==> src/rtl/mbc_pkg.sv <==
// rtl/mbc_pkg.sv - ALU op codes, code legality check and sequencer state type
package mbc_pkg;

  localparam logic [3:0] ALU_AND = 4'b0000;
  localparam logic [3:0] ALU_ADD = 4'b0001;
  localparam logic [3:0] ALU_LDA = 4'b0010;
  localparam logic [3:0] ALU_CLA = 4'b0011;
  localparam logic [3:0] ALU_CLE = 4'b0100;
  localparam logic [3:0] ALU_CMA = 4'b0101;
  localparam logic [3:0] ALU_CME = 4'b0110;
  localparam logic [3:0] ALU_CIR = 4'b0111;
  localparam logic [3:0] ALU_CIL = 4'b1000;
  localparam logic [3:0] ALU_INC = 4'b1001;
  localparam logic [3:0] ALU_OPC = 4'b1100;
  localparam logic [3:0] ALU_OPD = 4'b1101;

  typedef enum logic [1:0] {
    ST_IDLE  = 2'd0,
    ST_ISSUE = 2'd1,
    ST_DONE  = 2'd2
  } seq_state_e;

  function automatic logic is_legal_code(input logic [3:0] code);
    return (code <= ALU_INC) || (code == ALU_OPC) || (code == ALU_OPD);
  endfunction

endpackage

==> src/rtl/alu_op_sequencer_if.sv <==
// rtl/alu_op_sequencer_if.sv - request, result and ALU-side signals of the op sequencer
interface alu_op_sequencer_if #(
  parameter int DATA_W = 16,
  parameter int CODE_W = 4,
  parameter int CNT_W  = 4
);
  logic              op_valid;
  logic              op_ready;
  logic [CODE_W-1:0] op_code;
  logic [DATA_W-1:0] op_dr;
  logic [CNT_W-1:0]  op_count;

  logic [DATA_W-1:0] alu_ac;
  logic [DATA_W-1:0] alu_dr;
  logic [CODE_W-1:0] alu_code;
  logic              alu_ei;
  logic [DATA_W-1:0] alu_dataout;
  logic              alu_eo;
  logic              alu_inc;

  logic              res_valid;
  logic              res_ready;
  logic [DATA_W-1:0] res_ac;
  logic              res_e;
  logic              res_zero;
  logic              res_inc;
  logic              res_err;

  modport slave (
    input  op_valid, op_code, op_dr, op_count,
    input  alu_dataout, alu_eo, alu_inc,
    input  res_ready,
    output op_ready,
    output alu_ac, alu_dr, alu_code, alu_ei,
    output res_valid, res_ac, res_e, res_zero, res_inc, res_err
  );

  modport master (
    output op_valid, op_code, op_dr, op_count,
    output alu_dataout, alu_eo, alu_inc,
    output res_ready,
    input  op_ready,
    input  alu_ac, alu_dr, alu_code, alu_ei,
    input  res_valid, res_ac, res_e, res_zero, res_inc, res_err
  );
endinterface

==> src/rtl/alu_op_sequencer.sv <==
// rtl/alu_op_sequencer.sv - owns AC/E, issues one request to the ALU 1..16 times and returns the result
module alu_op_sequencer
  import mbc_pkg::*;
#(
  parameter int DATA_W  = 16,
  parameter int CODE_W  = 4,
  parameter int CNT_W   = 4,
  parameter int ALU_LAT = 1
) (
  input  logic              clk,
  input  logic              rst_n,
  alu_op_sequencer_if.slave seq_if,
  output logic [DATA_W-1:0] ac_q,
  output logic              e_q
);

  localparam int LAT_W = (ALU_LAT > 1) ? $clog2(ALU_LAT) : 1;
  localparam logic [LAT_W-1:0] LAT_LAST = LAT_W'(ALU_LAT - 1);

  seq_state_e        state_q, state_d;
  logic [DATA_W-1:0] ac_d;
  logic              e_d;
  logic [CNT_W-1:0]  cnt_q, cnt_d;
  logic [LAT_W-1:0]  lat_q, lat_d;
  logic              inc_acc_q, inc_acc_d;

  // alu_dr/alu_code registers double as the latched request operands
  logic [DATA_W-1:0] alu_ac_q, alu_ac_d;
  logic [DATA_W-1:0] alu_dr_q, alu_dr_d;
  logic [CODE_W-1:0] alu_code_q, alu_code_d;
  logic              alu_ei_q, alu_ei_d;

  logic [DATA_W-1:0] res_ac_q, res_ac_d;
  logic              res_e_q, res_e_d;
  logic              res_zero_q, res_zero_d;
  logic              res_inc_q, res_inc_d;
  logic              res_err_q, res_err_d;

  always_ff @(posedge clk or negedge rst_n) begin
    if (!rst_n) begin
      state_q    <= ST_IDLE;
      ac_q       <= '0;
      e_q        <= 1'b0;
      cnt_q      <= '0;
      lat_q      <= '0;
      inc_acc_q  <= 1'b0;
      alu_ac_q   <= '0;
      alu_dr_q   <= '0;
      alu_code_q <= '0;
      alu_ei_q   <= 1'b0;
      res_ac_q   <= '0;
      res_e_q    <= 1'b0;
      res_zero_q <= 1'b0;
      res_inc_q  <= 1'b0;
      res_err_q  <= 1'b0;
    end else begin
      state_q    <= state_d;
      ac_q       <= ac_d;
      e_q        <= e_d;
      cnt_q      <= cnt_d;
      lat_q      <= lat_d;
      inc_acc_q  <= inc_acc_d;
      alu_ac_q   <= alu_ac_d;
      alu_dr_q   <= alu_dr_d;
      alu_code_q <= alu_code_d;
      alu_ei_q   <= alu_ei_d;
      res_ac_q   <= res_ac_d;
      res_e_q    <= res_e_d;
      res_zero_q <= res_zero_d;
      res_inc_q  <= res_inc_d;
      res_err_q  <= res_err_d;
    end
  end

  always_comb begin
    state_d    = state_q;
    ac_d       = ac_q;
    e_d        = e_q;
    cnt_d      = cnt_q;
    lat_d      = lat_q;
    inc_acc_d  = inc_acc_q;
    alu_ac_d   = alu_ac_q;
    alu_dr_d   = alu_dr_q;
    alu_code_d = alu_code_q;
    alu_ei_d   = alu_ei_q;
    res_ac_d   = res_ac_q;
    res_e_d    = res_e_q;
    res_zero_d = res_zero_q;
    res_inc_d  = res_inc_q;
    res_err_d  = res_err_q;

    unique case (state_q)
      ST_IDLE: begin
        if (seq_if.op_valid) begin
          cnt_d     = seq_if.op_count;
          lat_d     = '0;
          inc_acc_d = 1'b0;
          if (is_legal_code(4'(seq_if.op_code))) begin
            alu_ac_d   = ac_q;
            alu_dr_d   = seq_if.op_dr;
            alu_code_d = seq_if.op_code;
            alu_ei_d   = e_q;
            state_d    = ST_ISSUE;
          end else begin
            res_ac_d   = ac_q;
            res_e_d    = e_q;
            res_zero_d = (ac_q == '0);
            res_inc_d  = 1'b0;
            res_err_d  = 1'b1;
            state_d    = ST_DONE;
          end
        end
      end

      ST_ISSUE: begin
        if (lat_q == LAT_LAST) begin
          lat_d     = '0;
          ac_d      = seq_if.alu_dataout;
          e_d       = seq_if.alu_eo;
          inc_acc_d = inc_acc_q | seq_if.alu_inc;
          if (cnt_q != '0) begin
            // next pass sees the value just written back
            cnt_d    = cnt_q - CNT_W'(1);
            alu_ac_d = seq_if.alu_dataout;
            alu_ei_d = seq_if.alu_eo;
          end else begin
            res_ac_d   = seq_if.alu_dataout;
            res_e_d    = seq_if.alu_eo;
            res_zero_d = (seq_if.alu_dataout == '0);
            res_inc_d  = inc_acc_q | seq_if.alu_inc;
            res_err_d  = 1'b0;
            state_d    = ST_DONE;
          end
        end else begin
          lat_d = lat_q + LAT_W'(1);
        end
      end

      ST_DONE: begin
        if (seq_if.res_ready) begin
          state_d = ST_IDLE;
        end
      end

      default: state_d = ST_IDLE;
    endcase
  end

  assign seq_if.op_ready  = (state_q == ST_IDLE);
  assign seq_if.res_valid = (state_q == ST_DONE);
  assign seq_if.alu_ac    = alu_ac_q;
  assign seq_if.alu_dr    = alu_dr_q;
  assign seq_if.alu_code  = alu_code_q;
  assign seq_if.alu_ei    = alu_ei_q;
  assign seq_if.res_ac    = res_ac_q;
  assign seq_if.res_e     = res_e_q;
  assign seq_if.res_zero  = res_zero_q;
  assign seq_if.res_inc   = res_inc_q;
  assign seq_if.res_err   = res_err_q;

endmodule

==> src/flat_wrapper.sv <==
// flat-port wrapper written by rule: the top's interface ports become plain ports
module alu_op_sequencer_flat import mbc_pkg::*;
#(
  parameter int DATA_W  = 16,
  parameter int CODE_W  = 4,
  parameter int CNT_W   = 4,
  parameter int ALU_LAT = 1
)
  (clk, rst_n, ac_q, e_q, seq_if_op_valid, seq_if_op_code, seq_if_op_dr, seq_if_op_count, seq_if_alu_dataout, seq_if_alu_eo, seq_if_alu_inc, seq_if_res_ready, seq_if_op_ready, seq_if_alu_ac, seq_if_alu_dr, seq_if_alu_code, seq_if_alu_ei, seq_if_res_valid, seq_if_res_ac, seq_if_res_e, seq_if_res_zero, seq_if_res_inc, seq_if_res_err);
  alu_op_sequencer_if #(.DATA_W(DATA_W), .CODE_W(CODE_W), .CNT_W(CNT_W)) seq_if_i ();
  input  logic clk;
  input  logic rst_n;
  output logic [DATA_W-1:0] ac_q;
  output logic e_q;
  input wire logic [$bits(seq_if_i.op_valid)-1:0] seq_if_op_valid;
  input wire logic [$bits(seq_if_i.op_code)-1:0] seq_if_op_code;
  input wire logic [$bits(seq_if_i.op_dr)-1:0] seq_if_op_dr;
  input wire logic [$bits(seq_if_i.op_count)-1:0] seq_if_op_count;
  input wire logic [$bits(seq_if_i.alu_dataout)-1:0] seq_if_alu_dataout;
  input wire logic [$bits(seq_if_i.alu_eo)-1:0] seq_if_alu_eo;
  input wire logic [$bits(seq_if_i.alu_inc)-1:0] seq_if_alu_inc;
  input wire logic [$bits(seq_if_i.res_ready)-1:0] seq_if_res_ready;
  output wire logic [$bits(seq_if_i.op_ready)-1:0] seq_if_op_ready;
  output wire logic [$bits(seq_if_i.alu_ac)-1:0] seq_if_alu_ac;
  output wire logic [$bits(seq_if_i.alu_dr)-1:0] seq_if_alu_dr;
  output wire logic [$bits(seq_if_i.alu_code)-1:0] seq_if_alu_code;
  output wire logic [$bits(seq_if_i.alu_ei)-1:0] seq_if_alu_ei;
  output wire logic [$bits(seq_if_i.res_valid)-1:0] seq_if_res_valid;
  output wire logic [$bits(seq_if_i.res_ac)-1:0] seq_if_res_ac;
  output wire logic [$bits(seq_if_i.res_e)-1:0] seq_if_res_e;
  output wire logic [$bits(seq_if_i.res_zero)-1:0] seq_if_res_zero;
  output wire logic [$bits(seq_if_i.res_inc)-1:0] seq_if_res_inc;
  output wire logic [$bits(seq_if_i.res_err)-1:0] seq_if_res_err;
  assign seq_if_i.op_valid = seq_if_op_valid;
  assign seq_if_i.op_code = seq_if_op_code;
  assign seq_if_i.op_dr = seq_if_op_dr;
  assign seq_if_i.op_count = seq_if_op_count;
  assign seq_if_i.alu_dataout = seq_if_alu_dataout;
  assign seq_if_i.alu_eo = seq_if_alu_eo;
  assign seq_if_i.alu_inc = seq_if_alu_inc;
  assign seq_if_i.res_ready = seq_if_res_ready;
  assign seq_if_op_ready = seq_if_i.op_ready;
  assign seq_if_alu_ac = seq_if_i.alu_ac;
  assign seq_if_alu_dr = seq_if_i.alu_dr;
  assign seq_if_alu_code = seq_if_i.alu_code;
  assign seq_if_alu_ei = seq_if_i.alu_ei;
  assign seq_if_res_valid = seq_if_i.res_valid;
  assign seq_if_res_ac = seq_if_i.res_ac;
  assign seq_if_res_e = seq_if_i.res_e;
  assign seq_if_res_zero = seq_if_i.res_zero;
  assign seq_if_res_inc = seq_if_i.res_inc;
  assign seq_if_res_err = seq_if_i.res_err;
  alu_op_sequencer #(.DATA_W(DATA_W), .CODE_W(CODE_W), .CNT_W(CNT_W), .ALU_LAT(ALU_LAT)) u_core (.clk(clk), .rst_n(rst_n), .seq_if(seq_if_i), .ac_q(ac_q), .e_q(e_q));
endmodule
==> config.mk <==
export PLATFORM = sky130hd
export DESIGN_NAME = alu_op_sequencer_flat
export DESIGN_NICKNAME = d
export VERILOG_FILES = /design/src/rtl/mbc_pkg.sv /design/src/rtl/alu_op_sequencer_if.sv /design/src/rtl/alu_op_sequencer.sv /design/src/flat_wrapper.sv
export SDC_FILE = /design/constraint.sdc
export NUM_CORES = 1
export LEC_CHECK = 0
export CORE_ASPECT_RATIO = 1.5
export CORE_MARGIN = 3
export CORE_UTILIZATION = 48
export CTS_CLUSTER_DIAMETER = 80
export CTS_CLUSTER_SIZE = 20
export DETAILED_ROUTE_END_ITERATION = 8
export PLACE_DENSITY = 0.85
export SLEW_MARGIN = 0
export SYNTH_ARGS = -nofsm -noshare
export SYNTH_HDL_FRONTEND = slang
export SYNTH_SLANG_ARGS = --single-unit
==> constraint.sdc <==
create_clock -name clk -period 4.1 [get_ports clk]
set_clock_uncertainty 0.05 [all_clocks]
set_input_delay 0.615 -clock clk [delete_from_list [all_inputs] [get_ports clk]]
set_output_delay 0.615 -clock clk [all_outputs]
set_load 0.01 [all_outputs]
==> flow_summary.ini, run 1 <==
[outcome]
status = completed

[global_route]
grt_max_degree = 82
grt_pass1_wl_mm = 13.0
antenna_found_initial = 0
grt_pass1_vias = 2570
grt_use_total_pct = 22.0
gr-total-overflow = 0

[run]
maxCapViolCount = 0

[route]
totalWireLength_mm = 8.19
drt_iter0_drc = 119
viasPerCell = 5.30
drt-pass1-iter-count = 4
ant_nets = 0
vias = 2438
drc = 0
drt-wirelength-per-cell_um = 17.8

[logic_synthesis]
synth_edf_count = 0
syn-cell-area_sq_um = 3320
netlist_instances = 256
ys_ff_latch = 81
syn_area_per_cell_sq_um = 13.0
ys_types = 34
yosys_warnings = 0
synth_nets = 304
ys.flop_type = dfrtp_1
synth-async-reset-ratio_pct = 100
ys_seq_area_share_pct = 61.0

[placement]
place_hpwl_mm = 5.86
finalWeightedCongestion = 0.791
portBuffers = 121
dp.cells = 444

[power_and_ir_drop]
leakage_nw = 2.11
ir_drop_v = 0.000471
power_density_nw_per_um2 = 897

[critical_path]
cp_slowest_cell = clkdlybuf4s50_1
reg2reg_slack_ns = 1.78
worstSetupStartpoint = u_core.state_q[0]
path_delay_family = buffers and inverters
critPathMaxStageDelay_ns = 0.62
worstPathCellList = nor2_1, clkdlybuf4s50_1
cp_max_fo = 8
reg2reg_to = u_core.seq_if.alu_ac[10]
end_kind = output port
critical_path_depth = 2
critPathRequiredTime_ns = 3.43
reg2reg_from = u_core.cnt_q[0]
crit_arrival_ns = 1.77
cp-start-kind = flop
reg2reg_depth = 6
cp.buffers_inverters = 1
worstSetupPathType = reg -> out
crit_path_end = seq_if_op_ready

[sta]
setup_viol = 0
hold_viol = 0
rsz0062_at_grt = no
finalCritPeriodShare_pct = 59.5
maxSlewViolCount = 0
max_freq_mhz = 410
setup_tns_ns = 0
fin_crit_ns = 2.44
tightest_slew_ns = 1.01
max_slew_margin_pct = 33.0
whs_ns = 0.366

[clock_tree]
ctsHoldBuffers = 0
clkTransAtPathRegs_ns = 0.08
clock-sinks = 81
tritoncts = yes
htreeDepth = 3
cts_buffers = 9
post_cts_resized = 0
post_cts_buffers = 0
clk_latency_ns = 0.35
cts-root-buf = clkbuf_8
clock_path_buffers = 2

[floorplan]
design.die.area_sq_um = 7980
ios = 122
start_util_pct = 50.2
die_h_um = 108
core_sq_um = 6620
rows = 36
die_w_um = 73.9

[finish]
register_area_sq_um = 2030
n_antenna_cell = 0
fin_cells = 460
multi_input_comb_area_sq_um = 1210
final_cell_mix = clkdlybuf4s50_1, dfrtp_1, nand2_1, mux2_2
fill_cells = 461
syn_to_final_growth_pct = 43.8
nets = 427
layout_commonest_cell = clkdlybuf4s50_1
layout-drive-gt1-share_pct = 20.1

[worst_hold_path]
hold_class = in -> async
[synth_stat cells, types with 2 or more instances]
cell type,count,area (sq um)
o21ai_0,7,35.0
nor4_1,8,50.1
nand3_1,4,20.0
clkbuf_1,3,11.3
mux2_2,45,507
buf_2,4,20.0
a21oi_1,3,15.0
ha_1,2,25.0
nand2_1,57,214
nor3b_1,2,15.0
dfrtp_1,81,2030
or3_2,2,15.0
and3_1,2,12.5
inv_1,3,11.3
nor2_1,5,18.8
mux2_4,10,150
[report_power, final]
| part | leakage (nW) | internal [mW] | total, mW | switching, mW |
|---|---|---|---|---|
| clock network | 0.107 | 0.361 | 0.638 | 0.277 |
| logic | 1.03 | 1.24 | 2.18 | 0.939 |
| registers | 0.976 | 1.22 | 1.47 | 0.255 |
| total | 2.11 | 2.81 | 4.28 | 1.47 |
[through the flow]
step | instance area (sq um) | setup WS [ns] | power, mW | util (%)
floorplan | 3320 | 2.16 | 2.63 | -
global placement | 4560 | 1.35 | 3.61 | 68.8
detailed placement | 4560 | 1.30 | 3.67 | 68.8
CTS | 4780 | 1.65 | 4.34 | 72.2
global route | 4780 | 1.57 | 4.55 | 72.2
finish | 4780 | 1.66 | 4.28 | 72.2
[layer usage]
layer | up-vias | global-route usage, % | share of wire [%]
met4 | 0 | 10.1 | 2.5
met5 | - | 0 | 0
met2 | 83 | 38.0 | 55
met1 | 1208 | 25.0 | 37
li1 | 1130 | - | -
met3 | 17 | 5.33 | 5.5
[flip-flops by register name (all words and copies together) (netlist names)]
name                    cells
u_core.ac_q                16
u_core.cnt_q                4
u_core.e_q                  1
u_core.inc_acc_q            1
u_core.seq_if.alu_ac       16
u_core.seq_if.alu_code      4
u_core.seq_if.alu_dr       16
u_core.seq_if.alu_ei        1
u_core.seq_if.res_ac       16
u_core.seq_if.res_e         1
u_core.seq_if.res_err       1
u_core.seq_if.res_inc       1
u_core.seq_if.res_zero      1
u_core.state_q              2
[worst min path at each step]
stage	start	to	slack, ns
floorplan	rst_n	u_core.ac_q[0]	0.27
global placement	u_core.seq_if.res_err	u_core.seq_if.res_err	0.43
detailed placement	u_core.seq_if.res_err	u_core.seq_if.res_err	0.43
CTS	rst_n	u_core.seq_if.alu_dr[0]	0.40
global route	rst_n	u_core.seq_if.alu_dr[0]	0.46
finish	rst_n	u_core.seq_if.alu_dr[0]	0.37
[worst register-to-register path, delay by kind of cell (launching register included)]
family	cells	cell delay, ns
flip-flops	1	0.40
adder cells (fa/ha/maj)	1	0.19
AO/OA/AOI/OAI	2	0.91
buffers and inverters	1	0.08
multiplexers	1	0.42
AND/OR/NAND/NOR	1	0.16
[kinds of logic (layout without fill, tap and decap cells)]
group,after synthesis,in the layout,share of synthesized area (%)
adders and majority gates,2,2,0.753
and+or+nand+nor,85,85,11.5
AOI/OAI and AO/OA,19,19,4.03
muxes,56,56,20.1
DFF,81,81,61.0
buffers and inverters,13,141,2.64
[final cells by class]
class | instances | share of cell area [%]
Inverter | 3 | 0.236
Sequential cell | 81 | 42.4
Clock buffer | 12 | 3.04
Tap cell | 76 | 1.99
Multi-Input combinational cell | 162 | 25.3
Timing Repair Buffer | 122 | 25.5
Clock inverter | 4 | 1.60
No activity file was read; power rests on OpenSTA's default activity.
==> run 2, diff against run 1 <==
CORE_UTILIZATION = 44   (was 48)
PLACE_DENSITY = 0.79   (was 0.85)
clock period = 2.5 ns   (was 4.1 ns; I/O delays follow)
==> flow_summary.ini, run 2 (synthesis gave the netlist of run 1 again) <==
[floorplan]
start_util_pct = 45.7
core_sq_um = 7270
die_h_um = 112
rows = 38
design.die.area_sq_um = 8650
ios = 122
die_w_um = 76.9

[route]
viasPerCell = 5.02
drt-wirelength-per-cell_um = 17.2
vias = 2440
totalWireLength_mm = 8.35
drt_iter0_drc = 138
drt-pass1-iter-count = 4
drc = 0
ant_nets = 0

[finish]
fin_util_pct = 66.7
fill_cells = 541
nets = 430
register_area_sq_um = 2030
n_antenna_cell = 0
final_cell_mix = clkdlybuf4s50_1, dfrtp_1, nand2_1, mux2_2, clkbuf_8
layout_commonest_cell = clkdlybuf4s50_1
fin_cells = 486
multi_input_comb_area_sq_um = 1210
fin_area_sq_um = 4850
syn_to_final_growth_pct = 46.1
layout-drive-gt1-share_pct = 21.0

[critical_path]
worstPathCellList = nor2_1, clkdlybuf4s50_1
cp.buffers_inverters = 1
cp-start-kind = flop
end_kind = output port
cp_slowest_cell = clkdlybuf4s50_1
critPathRequiredTime_ns = 2.08
critPathMaxStageDelay_ns = 0.67
path_delay_family = buffers and inverters
cp_max_fo = 8
worstSetupPathType = reg -> out
crit_arrival_ns = 1.83

[run]
maxCapViolCount = 0

[sta]
finalCritPeriodShare_pct = 90.3
whs_ns = 0.147
tightest_slew_ns = 1.01
setup_viol = 0
setup_ws_ns = 0.242
max_slew_margin_pct = 32.7
max_freq_mhz = 443
setup_tns_ns = 0
maxSlewViolCount = 0
hold_viol = 0
rsz0062_at_grt = no
fin_crit_ns = 2.26

[placement]
finalWeightedCongestion = 0.813
dpl_cell_area_sq_um = 4620
dp.cells = 471
place_hpwl_mm = 6.05
portBuffers = 121
dp_slack_ns = 0.290

[global_route]
grt_pass1_wl_mm = 13.4
gr-total-overflow = 0
grt_pass1_vias = 2594
antenna_found_initial = 0
grt_use_total_pct = 20.2
grt_max_degree = 82

[clock_tree]
htreeDepth = 3
ctsHoldBuffers = 0
clk_latency_ns = 0.34
post_cts_resized = 0
clock-sinks = 81
tritoncts = yes
clock_path_buffers = 2
cts_buffers = 9
cts-root-buf = clkbuf_8
clkTransAtPathRegs_ns = 0.08
post_cts_buffers = 0

[power_and_ir_drop]
leakage_nw = 2.14
power_density_nw_per_um2 = 1470
ir_drop_v = 0.000768
power.total_mw = 7.12

[worst_hold_path]
hold_class = in -> async

[outcome]
status = completed
-- run 2: cell count changes in the layout (fill, tap and decap cells not counted) --
cell        delta
nor2b_2        +1
clkinvlp_4     -1
nor2b_1        -1
clkinv_4       -1
clkbuf_1       -1
buf_4          +2
clkbuf_8       +2
buf_12         +1
-- run 2: worst paths after layout --
kind                                          from                 endpoint  cells past startpoint  slack [ns]
max reg2reg                        u_core.cnt_q[0]  u_core.seq_if.res_ac[7]                      6        0.38
min                                          rst_n  u_core.seq_if.res_ac[2]                      1        0.15
max in group asynchronous                    rst_n               u_core.e_q                      1        1.61
max                              u_core.state_q[0]          seq_if_op_ready                      2        0.24
min in group clk           u_core.seq_if.alu_dr[4]  u_core.seq_if.alu_dr[4]                      1        0.46
min reg2reg                u_core.seq_if.alu_dr[4]  u_core.seq_if.alu_dr[4]                      1        0.46
-- run 2: final cells by class --
| type | instances | area share, % |
|---|---|---|
| flip-flops and latches | 81 | 41.8 |
| repair buffers | 125 | 25.8 |
| multi-input cells | 162 | 24.9 |
| clock buffers | 13 | 3.48 |
| well taps | 100 | 2.58 |
| clock inverters | 2 | 1.24 |
| inverters | 3 | 0.232 |
-- run 2: power by group --
part           total [mW]  internal [mW]  leakage, nW  switching, mW
combinational        3.61           2.07         1.05           1.54
sequential           2.43           2.00        0.976          0.430
clock                1.08          0.640        0.116          0.437
-- run 2: layer usage --
metal | GRT usage [%] | share of wire (%)
met5 | 0 | 0
met4 | 8.10 | 1.8
met3 | 4.41 | 3.7
met2 | 36.0 | 56
met1 | 23.4 | 39
